[config.mk]
export PLATFORM = sky130hd
export DESIGN_NAME = id_ex_stage_reg
export DESIGN_NICKNAME = d
export VERILOG_FILES = /design/src/rtl/id_ex_stage_reg.sv
export SDC_FILE = /design/constraint.sdc
export NUM_CORES = 1
export LEC_CHECK = 0
export CAP_MARGIN = 20
export CORE_ASPECT_RATIO = 0.75
export CORE_UTILIZATION = 44
export CTS_BUF_LIST = sky130_fd_sc_hd__clkbuf_4 sky130_fd_sc_hd__clkbuf_8
export DETAILED_ROUTE_END_ITERATION = 8
export PLACE_DENSITY = 0.93
export RECOVER_POWER = 50
export SYNTH_ARGS = -nofsm -noshare
export SYNTH_HDL_FRONTEND = slang
export SYNTH_SLANG_ARGS = --single-unit
[constraint.sdc]
create_clock -name clk -period 9.3 [get_ports clk]
set_clock_uncertainty 0.2 [all_clocks]
set_input_delay 2.79 -clock clk [delete_from_list [all_inputs] [get_ports clk]]
set_output_delay 2.79 -clock clk [all_outputs]
set_load 0.005 [all_outputs]
[src/rtl/id_ex_stage_reg.sv]
// ID/EX pipeline register with load-use bubble insertion, flush and hold.
// Optional bubble counter: define ID_EX_BUBBLE_CNT_EN to add bubble_cnt_o.
module id_ex_stage_reg #(
    parameter int DATA_W = 32,
    parameter int REG_AW = 5
) (
    input  logic              clk,
    input  logic              reset,
    input  logic              id_valid_i,
    input  logic [17:0]       id_ctl_i,
    input  logic [REG_AW-1:0] id_rs_i,
    input  logic [REG_AW-1:0] id_rt_i,
    input  logic [REG_AW-1:0] id_rd_i,
    input  logic [DATA_W-1:0] id_rs_data_i,
    input  logic [DATA_W-1:0] id_rt_data_i,
    input  logic [DATA_W-1:0] id_imm_i,
    input  logic [4:0]        id_shamt_i,
    input  logic [DATA_W-1:0] id_pc4_i,
    input  logic              flush_i,
    input  logic              hold_i,
    output logic              stall_o,
    output logic              ex_valid_o,
    output logic [17:0]       ex_ctl_o,
    output logic [REG_AW-1:0] ex_rs_o,
    output logic [REG_AW-1:0] ex_rt_o,
    output logic [REG_AW-1:0] ex_rd_o,
    output logic [DATA_W-1:0] ex_rs_data_o,
    output logic [DATA_W-1:0] ex_rt_data_o,
    output logic [DATA_W-1:0] ex_imm_o,
    output logic [DATA_W-1:0] ex_pc4_o,
    output logic [4:0]        ex_shamt_o
`ifdef ID_EX_BUBBLE_CNT_EN
    ,
    output logic [31:0]       bubble_cnt_o
`endif
);

    localparam int MEM_READ_BIT = 13;

    logic              valid_q, valid_d;
    logic [17:0]       ctl_q, ctl_d;
    logic [REG_AW-1:0] rs_q, rs_d;
    logic [REG_AW-1:0] rt_q, rt_d;
    logic [REG_AW-1:0] rd_q, rd_d;
    logic [DATA_W-1:0] rs_data_q, rs_data_d;
    logic [DATA_W-1:0] rt_data_q, rt_data_d;
    logic [DATA_W-1:0] imm_q, imm_d;
    logic [DATA_W-1:0] pc4_q, pc4_d;
    logic [4:0]        shamt_q, shamt_d;

    logic haz;
    logic bubble;
    logic capture;

    // Both sources compared regardless of opcode; $0 is never a dependency.
    always_comb begin
        haz = valid_q & ctl_q[MEM_READ_BIT] & id_valid_i
            & (rt_q != '0)
            & ((rt_q == id_rs_i) | (rt_q == id_rt_i));
    end

    assign stall_o = haz | hold_i;

    always_comb begin
        bubble  = ~hold_i & (flush_i | haz);
        capture = ~hold_i & ~flush_i & ~haz & id_valid_i;
    end

    always_comb begin
        valid_d   = valid_q;
        ctl_d     = ctl_q;
        rs_d      = rs_q;
        rt_d      = rt_q;
        rd_d      = rd_q;
        rs_data_d = rs_data_q;
        rt_data_d = rt_data_q;
        imm_d     = imm_q;
        pc4_d     = pc4_q;
        shamt_d   = shamt_q;
        if (capture) begin
            valid_d   = 1'b1;
            ctl_d     = id_ctl_i;
            rs_d      = id_rs_i;
            rt_d      = id_rt_i;
            rd_d      = id_rd_i;
            rs_data_d = id_rs_data_i;
            rt_data_d = id_rt_data_i;
            imm_d     = id_imm_i;
            pc4_d     = id_pc4_i;
            shamt_d   = id_shamt_i;
        end else if (!hold_i) begin
            // Flush, hazard or empty ID slot: fully cleared bubble.
            valid_d   = 1'b0;
            ctl_d     = '0;
            rs_d      = '0;
            rt_d      = '0;
            rd_d      = '0;
            rs_data_d = '0;
            rt_data_d = '0;
            imm_d     = '0;
            pc4_d     = '0;
            shamt_d   = '0;
        end
    end

    always_ff @(posedge clk or posedge reset) begin
        if (reset) begin
            valid_q   <= 1'b0;
            ctl_q     <= '0;
            rs_q      <= '0;
            rt_q      <= '0;
            rd_q      <= '0;
            rs_data_q <= '0;
            rt_data_q <= '0;
            imm_q     <= '0;
            pc4_q     <= '0;
            shamt_q   <= '0;
        end else begin
            valid_q   <= valid_d;
            ctl_q     <= ctl_d;
            rs_q      <= rs_d;
            rt_q      <= rt_d;
            rd_q      <= rd_d;
            rs_data_q <= rs_data_d;
            rt_data_q <= rt_data_d;
            imm_q     <= imm_d;
            pc4_q     <= pc4_d;
            shamt_q   <= shamt_d;
        end
    end

    assign ex_valid_o   = valid_q;
    assign ex_ctl_o     = ctl_q;
    assign ex_rs_o      = rs_q;
    assign ex_rt_o      = rt_q;
    assign ex_rd_o      = rd_q;
    assign ex_rs_data_o = rs_data_q;
    assign ex_rt_data_o = rt_data_q;
    assign ex_imm_o     = imm_q;
    assign ex_pc4_o     = pc4_q;
    assign ex_shamt_o   = shamt_q;

`ifdef ID_EX_BUBBLE_CNT_EN
    logic [31:0] bubble_cnt_q, bubble_cnt_d;

    always_comb begin
        bubble_cnt_d = bubble_cnt_q;
        if (bubble) begin
            bubble_cnt_d = bubble_cnt_q + 32'd1;
        end
    end

    always_ff @(posedge clk or posedge reset) begin
        if (reset) begin
            bubble_cnt_q <= '0;
        end else begin
            bubble_cnt_q <= bubble_cnt_d;
        end
    end

    assign bubble_cnt_o = bubble_cnt_q;
`endif

endmodule

==> metrics.csv, run 1 <==
metric;value;unit
seq_area;4179;um^2
numPortBuffers;338;
first_global_vias;7236;
row_count;41;
clockRootBuffer;clkbuf_8;
tightest_slew;4.483;ns
p_per_area;155.8;nW/um^2
fmax;132.9;MHz
r2r_start;ex_rt_o[0];
core_area;17030;um^2
grt_pass1_wl;36.76;mm
peakVddDrop;0.08715;mV
grt-ovfl-total;0;
end_kind;primary output;
detail-route-antenna-nets;0;
globalRouteTotalUtil;0.2595;
vias;7126;
htreeDepth;4;
hold_violations;0;
cp_slowest_cell;clkdlybuf4s50_1;
grt_max_degree;107;
drc;0;
clkTransAtPathRegs;0.09;ns
antennaDiodeCount;0;
final_nets;1231;
finalWorstSetupSlack;1.775;ns
yosys-top-cells-count;nand2_1 (168), dfrtp_1 (167), a2bb2oi_1 (166);
async_flop_share;1.000;
fin_crit_sh;0.8091;
crit_type;in2out;
die_area;18120;um^2
fp.dieW;155.1;um
yosys-top-cells-area;dfrtp_1 (54%), a2bb2oi_1 (19%), nand2_1 (8.2%);
cp_data_required_time;6.31;ns
worstHoldPathType;reg2reg;
numCtsBuffers;17;
synth_top_area_cell;dfrtp_1;
cts-resized-gates;0;
path_depth;6;
ys_warn_count;0;
synth_nets;936;
violations;capacitance limit, slew limit;
final.setup.tns;0;ns
outcome;finished, violations left;
routedWlPerCell;18.09;um
insertion_delay;0.44;ns
crit_start;id_rt_i[4];
area_delta_synth_final;48.64;%
drtIter0Drc;574;
relSlewSlack;-2.005;
routed_via_density;5.448;
fin_crit;7.525;ns
synth-seq-area-share;0.5403;
crit_top_cell;clkdlybuf4s50_1;
place_ws;1.768;ns
slew_viol_final;102;
cts_tree;done;
cts_sinks;167;
place_congestion;0.7909;
postCtsHoldBufs;0;
synth_edf_count;0;
ys_ff_latch;167;
power.leakage;5.396;nW
synth_area;7735;um^2
syn_inst;765;
cts_setup_buffers;0;
io-pin-count;339;
path_buf_inv;2;
synth_top_area_frac;0.5403;
die_h;116.8;um
crit_family;buffers and inverters;
cts_buffer_depth;2;
synth-main-ff-cell;dfrtp_1;
cpPeakStageDelay;0.54;ns
r2r.worst_path.cells;6;
rsz0062_at_grt;no;
dr.pass1.iters;6;
drive_gt1_frac;0.04478;
startpoint_type;primary input;
antenna_found_initial;0;
multi_input_area;3110;um^2
synth.most_common_cell;nand2_1;
maxCapViolations;1;
fillCellCount;1299;
cp_cell_sequence;clkdlybuf4s50_1, xnor2_1, nand3_1, o22ai_4, a21o_1, clkdlybuf4s50_1;
netlist-cell-type-count;21;
final-setup-viol-count;0;
hold_depth;2;
worstHoldStart;ex_imm_o[25];
start_util;0.4542;
syn_avg_cell_area;10.11;um^2
dp_hpwl;15.85;mm
cp_max_fo;2;
critPathArrivalTime;4.54;ns
wl;23.67;mm
[metal layers]
| layer | global-route usage | share of wire | vias to the layer above |
|---|---|---|---|
| met2 | 0.4387 | 0.49 | 281 |
| met1 | 0.3014 | 0.39 | 3425 |
| met4 | 0.1188 | 0.033 | 0 |
| li1 | - | - | 3366 |
| met5 | 0 | 0 | - |
| met3 | 0.09021 | 0.082 | 54 |
[metrics by stage]
step	std cells	hold WS, ns	util	total power [mW]	cell area [um^2]
floorplan	765	0.2865	-	1.015	7735
global placement	1276	0.2734	0.6492	1.263	11060
detailed placement	1276	0.2862	0.6492	1.276	11060
CTS	1307	0.3072	0.6741	1.836	11480
global route	1308	0.3244	0.6751	1.880	11500
finish	1308	0.2987	0.6751	1.791	11500
[worst paths after layout]
kind	end	slack, ns
max in group asynchronous	ex_pc4_o[31]	2.70
min in group asynchronous	ex_pc4_o[27]	3.94
worst max register to register	ex_imm_o[7]	6.08
worst min register to register	ex_imm_o[25]	0.30
worst min-delay path	ex_imm_o[25]	0.30
worst max-delay path	stall_o	1.77
[flip-flops by register name, summed over array words and instances, names as in the netlist]
| register | flops |
|---|---|
| ex_rt_o | 5 |
| ex_shamt_o | 5 |
| ex_pc4_o | 32 |
| ex_rt_data_o | 32 |
| ex_ctl_o | 18 |
| ex_imm_o | 32 |
| ex_rs_o | 5 |
| ex_rs_data_o | 32 |
| ex_rd_o | 5 |
| ex_valid_o | 1 |
[logic make-up (layout without fill, tap and decap cells)]
kind of cell           Yosys count  in the layout  synth area share
flip-flops                     167            167            0.5403
XOR/XNOR                        10             10           0.01132
AND/OR/NAND/NOR                174            174           0.08686
buffers and inverters           76            383           0.05936
AO/OA/AOI/OAI                  338            338            0.3022
[where the power goes]
part / switching, mW / internal [mW]
clock network: 0.276 / 0.280
logic: 0.168 / 0.225
registers: 0.0428 / 0.799
total: 0.487 / 1.30
[layout make-up]
cell class              count  area share
flip-flops and latches    167      0.3635
clock inverters            12     0.01469
repair buffers            349      0.3023
inverters                   3    0.001088
multi-input cells         522      0.2705
well taps                 236     0.02568
clock buffers              19     0.02220
[cells in the final DEF (no fill, tap or decap)]
| cell | netlist | layout |
|---|---|---|
| a21o_1 | 1 | 1 |
| a21oi_4 | 1 | 1 |
| a2bb2oi_1 | 166 | 166 |
| a31oi_1 | 1 | 1 |
| buf_12 | 0 | 1 |
| buf_4 | 10 | 11 |
| bufinv_16 | 0 | 3 |
| clkbuf_4 | 0 | 1 |
| clkbuf_8 | 0 | 18 |
| clkdlybuf4s50_1 | 0 | 185 |
| clkinv_4 | 0 | 3 |
| clkinvlp_2 | 0 | 1 |
| clkinvlp_4 | 0 | 2 |
| dfrtp_1 | 167 | 167 |
| dlygate4sd3_1 | 0 | 152 |
| inv_1 | 3 | 2 |
| inv_6 | 0 | 3 |
| inv_8 | 0 | 1 |
| nand2_1 | 168 | 168 |
| nand3_1 | 3 | 3 |
| nor2_1 | 1 | 1 |
| nor3_2 | 1 | 1 |
| nor3b_4 | 0 | 1 |
| o21ai_0 | 59 | 59 |
| o21ai_1 | 109 | 109 |
| o22ai_4 | 0 | 1 |
| xnor2_1 | 10 | 10 |
[tightest hold or removal path: stages, from the launching register on]
cell,delay (ns)
dfrtp_1,0.35
a2bb2oi_1,0.06
o21ai_0,0.06
No activity file was read; power rests on OpenSTA's default activity.
==> inputs of run 2 (changes only) <==
--- a/config.mk
+++ b/config.mk
@@ -7,10 +7,10 @@
 export LEC_CHECK = 0
 export CAP_MARGIN = 20
 export CORE_ASPECT_RATIO = 0.75
-export CORE_UTILIZATION = 44
+export CORE_UTILIZATION = 39
 export CTS_BUF_LIST = sky130_fd_sc_hd__clkbuf_4 sky130_fd_sc_hd__clkbuf_8
 export DETAILED_ROUTE_END_ITERATION = 8
-export PLACE_DENSITY = 0.93
+export PLACE_DENSITY = 0.88
 export RECOVER_POWER = 50
 export SYNTH_ARGS = -nofsm -noshare
 export SYNTH_HDL_FRONTEND = slang
==> constraint.sdc (replaced) <==
create_clock -name clk -period 6.1 [get_ports clk]
set_clock_uncertainty 0.2 [all_clocks]
set_input_delay 1.83 -clock clk [delete_from_list [all_inputs] [get_ports clk]]
set_output_delay 1.83 -clock clk [all_outputs]
set_load 0.005 [all_outputs]
==> run 2 against run 1 <==
Effect of this change:
- the flow still finishes with violations (capacitance limit, slew limit)
- final cell count up 1.3%
- via count up 0.63%
- wire length up 0.84%
- sequential power up 53%
- sequential share of layout area down 0.095 points
- die area up 13%
- utilization down 8.0 points
- global-route usage down 3.0 points
- clock-buffer cell count unchanged
- first-iteration DRC count up 8.9%
- total power up 56%
- clock power up 59%
- critical endpoint unchanged
- largest power group unchanged
==> metrics.csv, run 2 (same netlist as run 1, synthesis figures left out) <==
metric;value;unit;change
outcome;finished, violations left;;
violations;capacitance limit, slew limit;;
cts_sinks;167;;unchanged
tightest_slew;2.117;ns;-2.366 ns
whs;0.2907;ns;-0.007998 ns
drtIter0Drc;625;;+8.9%
finalWorstSetupSlack;0.4440;ns;-1.331 ns
fin_crit_sh;0.9272;;
insertion_delay;0.45;ns;about the same
finalPower;2.786;mW;+56%
vias;7171;;+0.63%
startpoint_type;primary input;;
grt_pass1_wl;36.45;mm;-0.85%
numPlacedInstances;1293;;+1.3%
slew_viol_final;79;;-23%
drc;0;;unchanged
routed_via_density;5.412;;-0.66%
fin_crit;5.656;ns;
worstHoldPathType;reg2reg;;
grt-ovfl-total;0;;unchanged
crit_type;in2out;;
layout.cells.most_common_list;clkdlybuf4s50_1 (252), nand2_1 (168), dfrtp_1 (167), a2bb2oi_1 (166), o21ai_1 (109);;
antennaDiodeCount;0;;unchanged
cts_buffer_depth;2;;unchanged
maxCapViolations;2;;+1
cp_max_fo;2;;unchanged
place_congestion;0.7737;;-2.2%
drive_gt1_frac;0.04384;;-0.0009328
cts-resized-gates;0;;unchanged
numCtsBuffers;17;;unchanged
dr.pass1.iters;7;;+1
dp_hpwl;15.94;mm;+0.59%
numPortBuffers;338;;unchanged
cts_tree;done;;
stdcell_area;11530;um^2;+0.26%
mostFrequentLayoutCell;clkdlybuf4s50_1;;
grt_max_degree;105;;-1.9%
end_kind;primary output;;
final_core_util;0.5948;;-0.08022
relSlewSlack;-0.4114;;+1.594
postCtsHoldBufs;0;;unchanged
p_per_area;241.7;nW/um^2;+55%
wl;23.86;mm;+0.84%
htreeDepth;4;;unchanged
io-pin-count;339;;unchanged
routedWlPerCell;18.01;um;-0.46%
final_nets;1230;;-0.081%
clockRootBuffer;clkbuf_8;;
power.leakage;5.255;nW;-2.6%
start_util;0.3991;;-0.05501
dpl_cell_area;11090;um^2;+0.29%
cts_setup_buffers;0;;unchanged
rsz0062_at_grt;no;;
final.setup.tns;0;ns;unchanged
die_area;20410;um^2;+13%
final-setup-viol-count;0;;unchanged
fillCellCount;1621;;+25%
core_area;19380;um^2;+14%
critPathArrivalTime;3.63;ns;-0.91 ns
fmax;176.8;MHz;
first_global_vias;7057;;-2.5%
area_delta_synth_final;49.03;%;
globalRouteTotalUtil;0.2296;;-0.02994
cp_data_required_time;4.07;ns;-2.24 ns
hold_violations;0;;unchanged
row_count;44;;+7.3%
place_ws;0.4559;ns;-1.312 ns
die_h;124.0;um;+6.1%
peakVddDrop;0.1444;mV;+66%
clkTransAtPathRegs;0.08;ns;about the same
detail-route-antenna-nets;0;;unchanged
antenna_found_initial;0;;unchanged
fp.dieW;164.6;um;+6.1%
fin_cells;1325;;+1.3%
[run 2: cell types whose count changed in the layout (fill, tap and decap cells not counted), sizes merged]
cell           delta
dlygate4sd3      -67
buf               -2
inv               +2
clkinvlp          -2
clkbuf            +1
clkdlybuf4s50    +67
clkinv            +1
[run 2: layout make-up]
class	instances	area [um^2]	area share
inverter	3	12.51	0.001085
sequential	167	4179	0.3625
clock inverter	13	182.7	0.01585
clock buffer	19	261.5	0.02269
timing repair buffer	348	3465	0.3006
tap	253	316.6	0.02746
multi-input combinational	522	3110	0.2698
[run 2: report_power, final]
group,switching (mW),internal [mW]
clock network,0.444,0.441
registers,0.0682,1.22
logic,0.255,0.360
[run 2: worst max-delay path, stage by stage]
cell	delay [ns]
clkdlybuf4s50_1	0.43
xnor2_1	0.26
nand3_1	0.19
o22ai_4	0.20
a21o_1	0.17
clkdlybuf4s50_1	0.54
[run 2: final timing paths]
kind                               from      endpoint  slack, ns  cells after the start
max                          id_rt_i[0]       stall_o       0.44                      6
min                        ex_pc4_o[21]  ex_pc4_o[21]       0.29                      2
max reg2reg                  ex_rt_o[0]  ex_pc4_o[24]       2.64                      6
min reg2reg                ex_pc4_o[21]  ex_pc4_o[21]       0.29                      2
max in group asynchronous         reset  ex_pc4_o[27]       0.98                      3
min in group asynchronous         reset   ex_ctl_o[2]       2.07                      2
[run 2: routing by layer]
| metal | GRT usage | wire [um] | vias up |
|---|---|---|---|
| met2 | 0.3842 | 11810 | 273 |
| met4 | 0.07167 | 369 | 0 |
| met3 | 0.07459 | 2025 | 25 |
| li1 | - | - | 3359 |
| met5 | 0 | 0 | - |
| met1 | 0.2819 | 9659 | 3514 |
